`config.mk`:
```
export PLATFORM = sky130hd
export DESIGN_NAME = rll_key_loader
export DESIGN_NICKNAME = d
export VERILOG_FILES = /design/src/rtl/rll_key_pkg.sv /design/src/rtl/rll_key_shift.sv /design/src/rtl/rll_key_loader.sv
export SDC_FILE = /design/constraint.sdc
export NUM_CORES = 1
export LEC_CHECK = 0
export CORE_MARGIN = 4
export CORE_UTILIZATION = 58
export CTS_BUF_LIST = sky130_fd_sc_hd__clkbuf_8
export DETAILED_ROUTE_END_ITERATION = 8
export GPL_TIMING_DRIVEN = 0
export PLACE_DENSITY = 0.82
export REMOVE_ABC_BUFFERS = 1
export SYNTH_ARGS = -nofsm -noshare
export SYNTH_HDL_FRONTEND = slang
export SYNTH_HIERARCHICAL = 1
export SYNTH_SLANG_ARGS = --single-unit
```
`constraint.sdc`:
```
create_clock -name clk -period 2.1 [get_ports clk]
set_clock_uncertainty 0.2 [all_clocks]
set_input_delay 0.63 -clock clk [delete_from_list [all_inputs] [get_ports clk]]
set_output_delay 0.63 -clock clk [all_outputs]
set_load 0.005 [all_outputs]
```
`src/rtl/rll_key_pkg.sv`:
```
// Shared types and helpers for the RLL key loader: FSM state encoding,
// default key width and the timeout counter sizing function.
package rll_key_pkg;

    typedef enum logic [2:0] {
        IDLE,
        LOAD,
        CHECK,
        DONE,
        ERR
    } rll_key_state_t;

    localparam int unsigned KEY_W_DFLT = 32;

    function automatic int unsigned tmo_cnt_width(input int unsigned timeout_cyc);
        return $clog2(timeout_cyc + 1);
    endfunction

endpackage

```
`src/rtl/rll_key_shift.sv`:
```
// Serial-to-parallel shadow register for the unlock key: LSB-first bit capture,
// beat counting and a running XOR over every accepted beat (key plus parity).
module rll_key_shift
    import rll_key_pkg::*;
#(
    parameter int unsigned KEY_WIDTH = KEY_W_DFLT,
    parameter int unsigned PARITY_EN = 1
) (
    input  logic                 clk,
    input  logic                 rst,
    input  logic                 clr,
    input  logic                 shift_en,
    input  logic                 din,
    output logic [KEY_WIDTH-1:0] shadow,
    output logic                 last_beat,
    output logic                 par_ok
);

    localparam int unsigned NBEATS = KEY_WIDTH + ((PARITY_EN != 0) ? 1 : 0);
    localparam int unsigned CW     = $clog2(NBEATS + 1);

    logic [CW-1:0]        r_cnt;
    logic [KEY_WIDTH-1:0] r_shadow;
    logic                 r_par;

    // The parity beat lands at index KEY_WIDTH and is never stored, only folded into r_par.
    always_ff @(posedge clk) begin
        if (rst || clr) begin
            r_cnt    <= '0;
            r_shadow <= '0;
            r_par    <= 1'b0;
        end else if (shift_en) begin
            for (int unsigned i = 0; i < KEY_WIDTH; i++) begin
                if (r_cnt == CW'(i)) begin
                    r_shadow[i] <= din;
                end
            end
            r_cnt <= r_cnt + 1'b1;
            r_par <= r_par ^ din;
        end
    end

    assign shadow    = r_shadow;
    assign last_beat = (r_cnt == CW'(NBEATS - 1));
    assign par_ok    = (PARITY_EN != 0) ? ~r_par : 1'b1;

endmodule

```
`src/rtl/rll_key_loader.sv`:
```
// Loads the RLL unlock key from the serial key store, verifies its parity and
// drives it to the locked core; the bus stays zero until a good key is frozen.
module rll_key_loader
    import rll_key_pkg::*;
#(
    parameter int unsigned KEY_WIDTH   = KEY_W_DFLT,
    parameter int unsigned PARITY_EN   = 1,
    parameter int unsigned TIMEOUT_CYC = 1024
) (
    input  logic                 clk,
    input  logic                 rst,
    input  logic                 start,
    input  logic                 sdata_in,
    input  logic                 sdata_valid,
    output logic                 sdata_ready,
    output logic [KEY_WIDTH-1:0] key_out,
    output logic                 key_valid,
    output logic                 key_err,
    output logic                 busy
);

    localparam int unsigned TW = tmo_cnt_width(TIMEOUT_CYC);

    rll_key_state_t       r_state;
    rll_key_state_t       w_next;
    logic [TW-1:0]        r_tmo;
    logic                 r_ready;
    logic                 r_busy;
    logic                 r_valid;
    logic                 r_err;
    logic [KEY_WIDTH-1:0] r_key;

    logic                 w_accept;
    logic                 w_clr;
    logic                 w_last;
    logic                 w_par_ok;
    logic [KEY_WIDTH-1:0] w_shadow;
    logic                 w_ready_nxt;
    logic                 w_busy_nxt;
    logic                 w_valid_nxt;
    logic                 w_err_nxt;
    logic                 w_load_key;

    assign w_accept = sdata_valid && r_ready;
    assign w_clr    = (w_next == LOAD) && (r_state != LOAD);

    rll_key_shift #(
        .KEY_WIDTH (KEY_WIDTH),
        .PARITY_EN (PARITY_EN)
    ) u_shift (
        .clk       (clk),
        .rst       (rst),
        .clr       (w_clr),
        .shift_en  (w_accept),
        .din       (sdata_in),
        .shadow    (w_shadow),
        .last_beat (w_last),
        .par_ok    (w_par_ok)
    );

    always_ff @(posedge clk) begin
        if (rst) begin
            r_state <= IDLE;
            r_tmo   <= '0;
            r_ready <= 1'b0;
            r_busy  <= 1'b0;
            r_valid <= 1'b0;
            r_err   <= 1'b0;
            r_key   <= '0;
        end else begin
            r_state <= w_next;
            r_tmo   <= (r_state != LOAD || w_accept) ? '0 : r_tmo + 1'b1;
            r_ready <= w_ready_nxt;
            r_busy  <= w_busy_nxt;
            r_valid <= w_valid_nxt;
            r_err   <= w_err_nxt;
            if (w_load_key) begin
                r_key <= w_shadow;
            end
        end
    end

    // An accepted beat takes priority over an expiring timeout in the same cycle.
    always_comb begin
        w_next = r_state;
        unique case (r_state)
            IDLE:    if (start) w_next = LOAD;
            LOAD: begin
                if (w_accept && w_last) begin
                    w_next = CHECK;
                end else if (!w_accept && r_tmo == TW'(TIMEOUT_CYC - 1)) begin
                    w_next = ERR;
                end
            end
            CHECK:   w_next = w_par_ok ? DONE : ERR;
            DONE:    w_next = DONE;
            ERR:     if (start) w_next = LOAD;
            default: w_next = IDLE;
        endcase
    end

    // Registered outputs are computed from the upcoming state.
    always_comb begin
        w_ready_nxt = (w_next == LOAD);
        w_busy_nxt  = (w_next == LOAD) || (w_next == CHECK);
        w_valid_nxt = (w_next == DONE);
        w_err_nxt   = (w_next == ERR);
        w_load_key  = (r_state == CHECK) && w_par_ok;
    end

    assign sdata_ready = r_ready;
    assign busy        = r_busy;
    assign key_valid   = r_valid;
    assign key_err     = r_err;
    assign key_out     = r_key;

endmodule

```
==> summary.md <==
| Metric | Value |
|---|---|
| Final setup vio count | `0` |
| Ratio of cells with drive above 1 in the final layout | `0.0843` |
| Worst R2R End | `busy$_SDFF_PP0_` |
| Slew headroom | `0.483` |
| Clk sink count | `89` |
| Most frequent cells after synthesis | `131 x nand2_1, 89 x dfxtp_1, 35 x a21oi_1` |
| PortBufs | `40` |
| Run status | `completed` |
| Final hold slack | `0.255 ns` |
| GR peak layer | `met2` |
| Initial core utilization | `0.607` |
| 1st-iter DRT viols | `171` |
| Synth unique cells | `39` |
| Critical Path RT | `1.27 ns` |
| Place WS | `-2.77 ns` |
| Number of global-route vias before repair | `2872` |
| Hold path depth | `2` |
| Grt met2 use | `0.366` |
| Pins Over Slew Limit | `0` |
| Min-delay src | `key_out[8]$_SDFFE_PP0P_` |
| DPL Wire Length | `4760 µm` |
| CP Capture Point | `sdata_ready` |
| # IOs | `41` |
| Antenna Violating Nets Remaining | `0` |
| Critical path origin | `sdata_ready$_SDFF_PP0_` |
| Synthesis-to-finish area growth | `16.5%` |
| Global Route Usage Sum | `0.213` |
| Yosys top cell area share | `0.490` |
| # Max-Cap Violations | `0` |
| Tightest Pin Transition | `0.775 ns` |
| Worst Hold Class | `reg -> reg` |
| Setup ws final | `0.0579 ns` |
| Grt total ovfl | `0` |
| Most common cell in the synthesized netlist | `nand2_1` |
| Post-synth EDFFs | `0` |
| Drt via density | `5.35` |
| Synth warnings | `6` |
| Synthesized flop and latch total | `89` |
| Reg2Reg Setup Slack | `0.11 ns` |
| Crit start category | `flip-flop` |
| RSZ-0062 raised after global routing | `false` |
| First-pass GRT wire length | `12700 µm` |
| Clock latency on the worst-skew pair | `0.35 ns` |
| Avg Inst Size Synth | `8.70 µm²` |
| Global routing usage on met1 | `0.247` |
| Hold-fix buffers, CTS | `0` |
| Post-Syn Area | `3640 µm²` |
| Min Tclk post-route | `2.04 ns` |
| Die H | `87.2 µm` |
| Crit Path Category | `reg -> out` |
| CP bufs+invs | `1` |
| Fmax | `490 MHz` |
| Setup TNS | `0 ns` |
| Worst path depth | `1` |
| Longest Clk Path Bufs | `2` |
| Post-route DRC | `0` |
| Num rows | `28` |
| CP max FO | `3` |
| Hold Vio Cnt, Final | `0` |
| DIE AREA | `7600 µm²` |
| Crit path DAT | `1.21 ns` |
| Peak supply drop | `0.401 mV` |
| Largest net degree at the start of global routing | `44` |
| Ys flop type | `dfxtp_1` |
| Routed wire per std cell | `14.2 µm` |
| Initial antenna violation count | `0` |
| Via count | `2816` |
| Slowest stage delay, CP | `0.50 ns` |
| CP max-delay cell | `clkdlybuf4s50_1` |
| Worst path top cell family by delay | `buffers and inverters` |
| Clk root buf | `clkbuf_8` |
| Routed wire length | `7480 µm` |
| Gp weighted congestion | `0.785` |
| Register area share after synthesis | `0.490` |
| Met3 Use GR | `0.0360` |
| Core Footprint | `5990 µm²` |
| Layout Cells excl Fill | `526` |
| Pleak | `1.62 nW` |
| Diode count | `0` |
| CTS clk-pin slew, worst paths | `0.08 ns` |
| Synth top area cells | `dfxtp_1 49%, nand2_1 14%, mux2i_1 9.1%, a21oi_1 4.8%, nor2_1 2.5%` |
| CP Cell Sequence | `clkdlybuf4s50_1` |
| 1st-pass router iterations | `5` |
| Worst R2R Path Depth | `5` |
| Num CTS Buffers | `9` |
| Placed Cells | `506` |
| Die width | `87.2 µm` |
| P per Cell Area | `694 nW/µm²` |
| Part of the cycle the worst path needs | `0.972` |
| Cells after Synth | `418` |
| Yosys top cell by area | `dfxtp_1` |
| CP Capture Type | `primary output` |
| FF-to-FF Start | `u_shift/r_cnt[2]$_SDFFE_PP0P_` |
| TritonCTS clock tree | `built` |
| Nets | `456` |
| H-Tree Depth | `3` |
| Asr flop ratio synth | `0` |
cell usage in the layout, fill, tap and decap left out, drive strengths merged, types with 4 or more instances in the layout:
cell           netlist  routed
and4bb               4       4
nor2                26      27
xor2                 6       6
a21oi               35      35
xnor2                8       8
clkdlybuf4s50        0      39
buf                 12       4
inv                  5       6
nand2              131     131
nand4                7       7
clkbuf              15       9
nand3                6       6
and3                 7       7
and4b                4       4
mux2i               33      33
clkinv               0       5
dfxtp               89      89
ha                   5       5
power breakdown:
| group | switching (mW) | leakage, nW | internal, mW | total, mW |
|---|---|---|---|---|
| clock network | 0.581 | 0.104 | 0.540 | 1.12 |
| logic | 0.0776 | 0.801 | 0.0386 | 0.116 |
| registers | 0.00991 | 0.718 | 1.69 | 1.70 |
| total | 0.669 | 1.62 | 2.27 | 2.94 |
registers in the layout, indices dropped and copies added, names as in the netlist:
register	cells
sdata_ready	1
busy	1
u_shift/shadow	32
key_valid	1
key_out	32
u_shift/r_cnt	6
r_tmo	11
u_shift/r_par	1
r_state	3
key_err	1
how the worst min path moves through the flow:
stage                               endpoint  slack, ns
global placement    key_out[27]$_SDFFE_PP0P_       0.24
global route        key_out[12]$_SDFFE_PP0P_       0.28
finish               key_out[8]$_SDFFE_PP0P_       0.25
CTS                 key_out[29]$_SDFFE_PP0P_       0.26
floorplan            key_out[0]$_SDFFE_PP0P_       0.23
detailed placement  key_out[14]$_SDFFE_PP0P_       0.24
metrics by stage:
stage           util  total power, mW  cell area [µm²]
2_1_floorplan      -             1.79             3480
3_3_place_gp   0.664             1.84             3980
3_5_place_dp   0.664             1.84             3980
4_1_cts        0.703             2.95             4210
5_1_grt        0.707             3.04             4240
6_report       0.707             2.94             4240
tightest hold or removal path, delay by kind of cell (launching register included):
| kind | cells | cell delay, ns |
|---|---|---|
| AO/OA/AOI/OAI | 1 | 0.05 |
| flip-flops | 1 | 0.31 |
| AND/OR/NAND/NOR | 1 | 0.05 |
layout make-up:
cell class              instances  area (µm²)
clock buffers                   9         124
clock inverters                 7        62.6
fillers                       451        1750
inverters                       5        18.8
multi-input cells             298        1740
flip-flops and latches         89        1780
well taps                      75        93.8
repair buffers                 43         418
per-layer routing:
metal | vias up | share of wire
li1 | 1432 | -
met1 | 1317 | 0.45
met2 | 52 | 0.50
met3 | 15 | 0.027
met4 | 0 | 0.022
met5 | - | 0
kinds of logic after synthesis:
| logic type | count (synthesis) | synth area share |
|---|---|---|
| and+or+nand+nor | 199 | 0.251 |
| adders and majority gates | 5 | 0.0172 |
| xor gates and xnor gates | 14 | 0.0337 |
| DFF | 89 | 0.490 |
| AOI/OAI and AO/OA | 46 | 0.0698 |
| muxes | 33 | 0.0908 |
| buffers and inverters | 32 | 0.0481 |
what timing repair did:
item / in CTS / in global routing
gates resized for setup: 9 / 9
setup buffers: 3 / 0
hold endpoints to repair: 0 / 0
endpoints found under the setup margin: 89 / 65
cloned: 1 / 0
pin swaps: 2 / 0
Power figures use the tool's default switching activity.
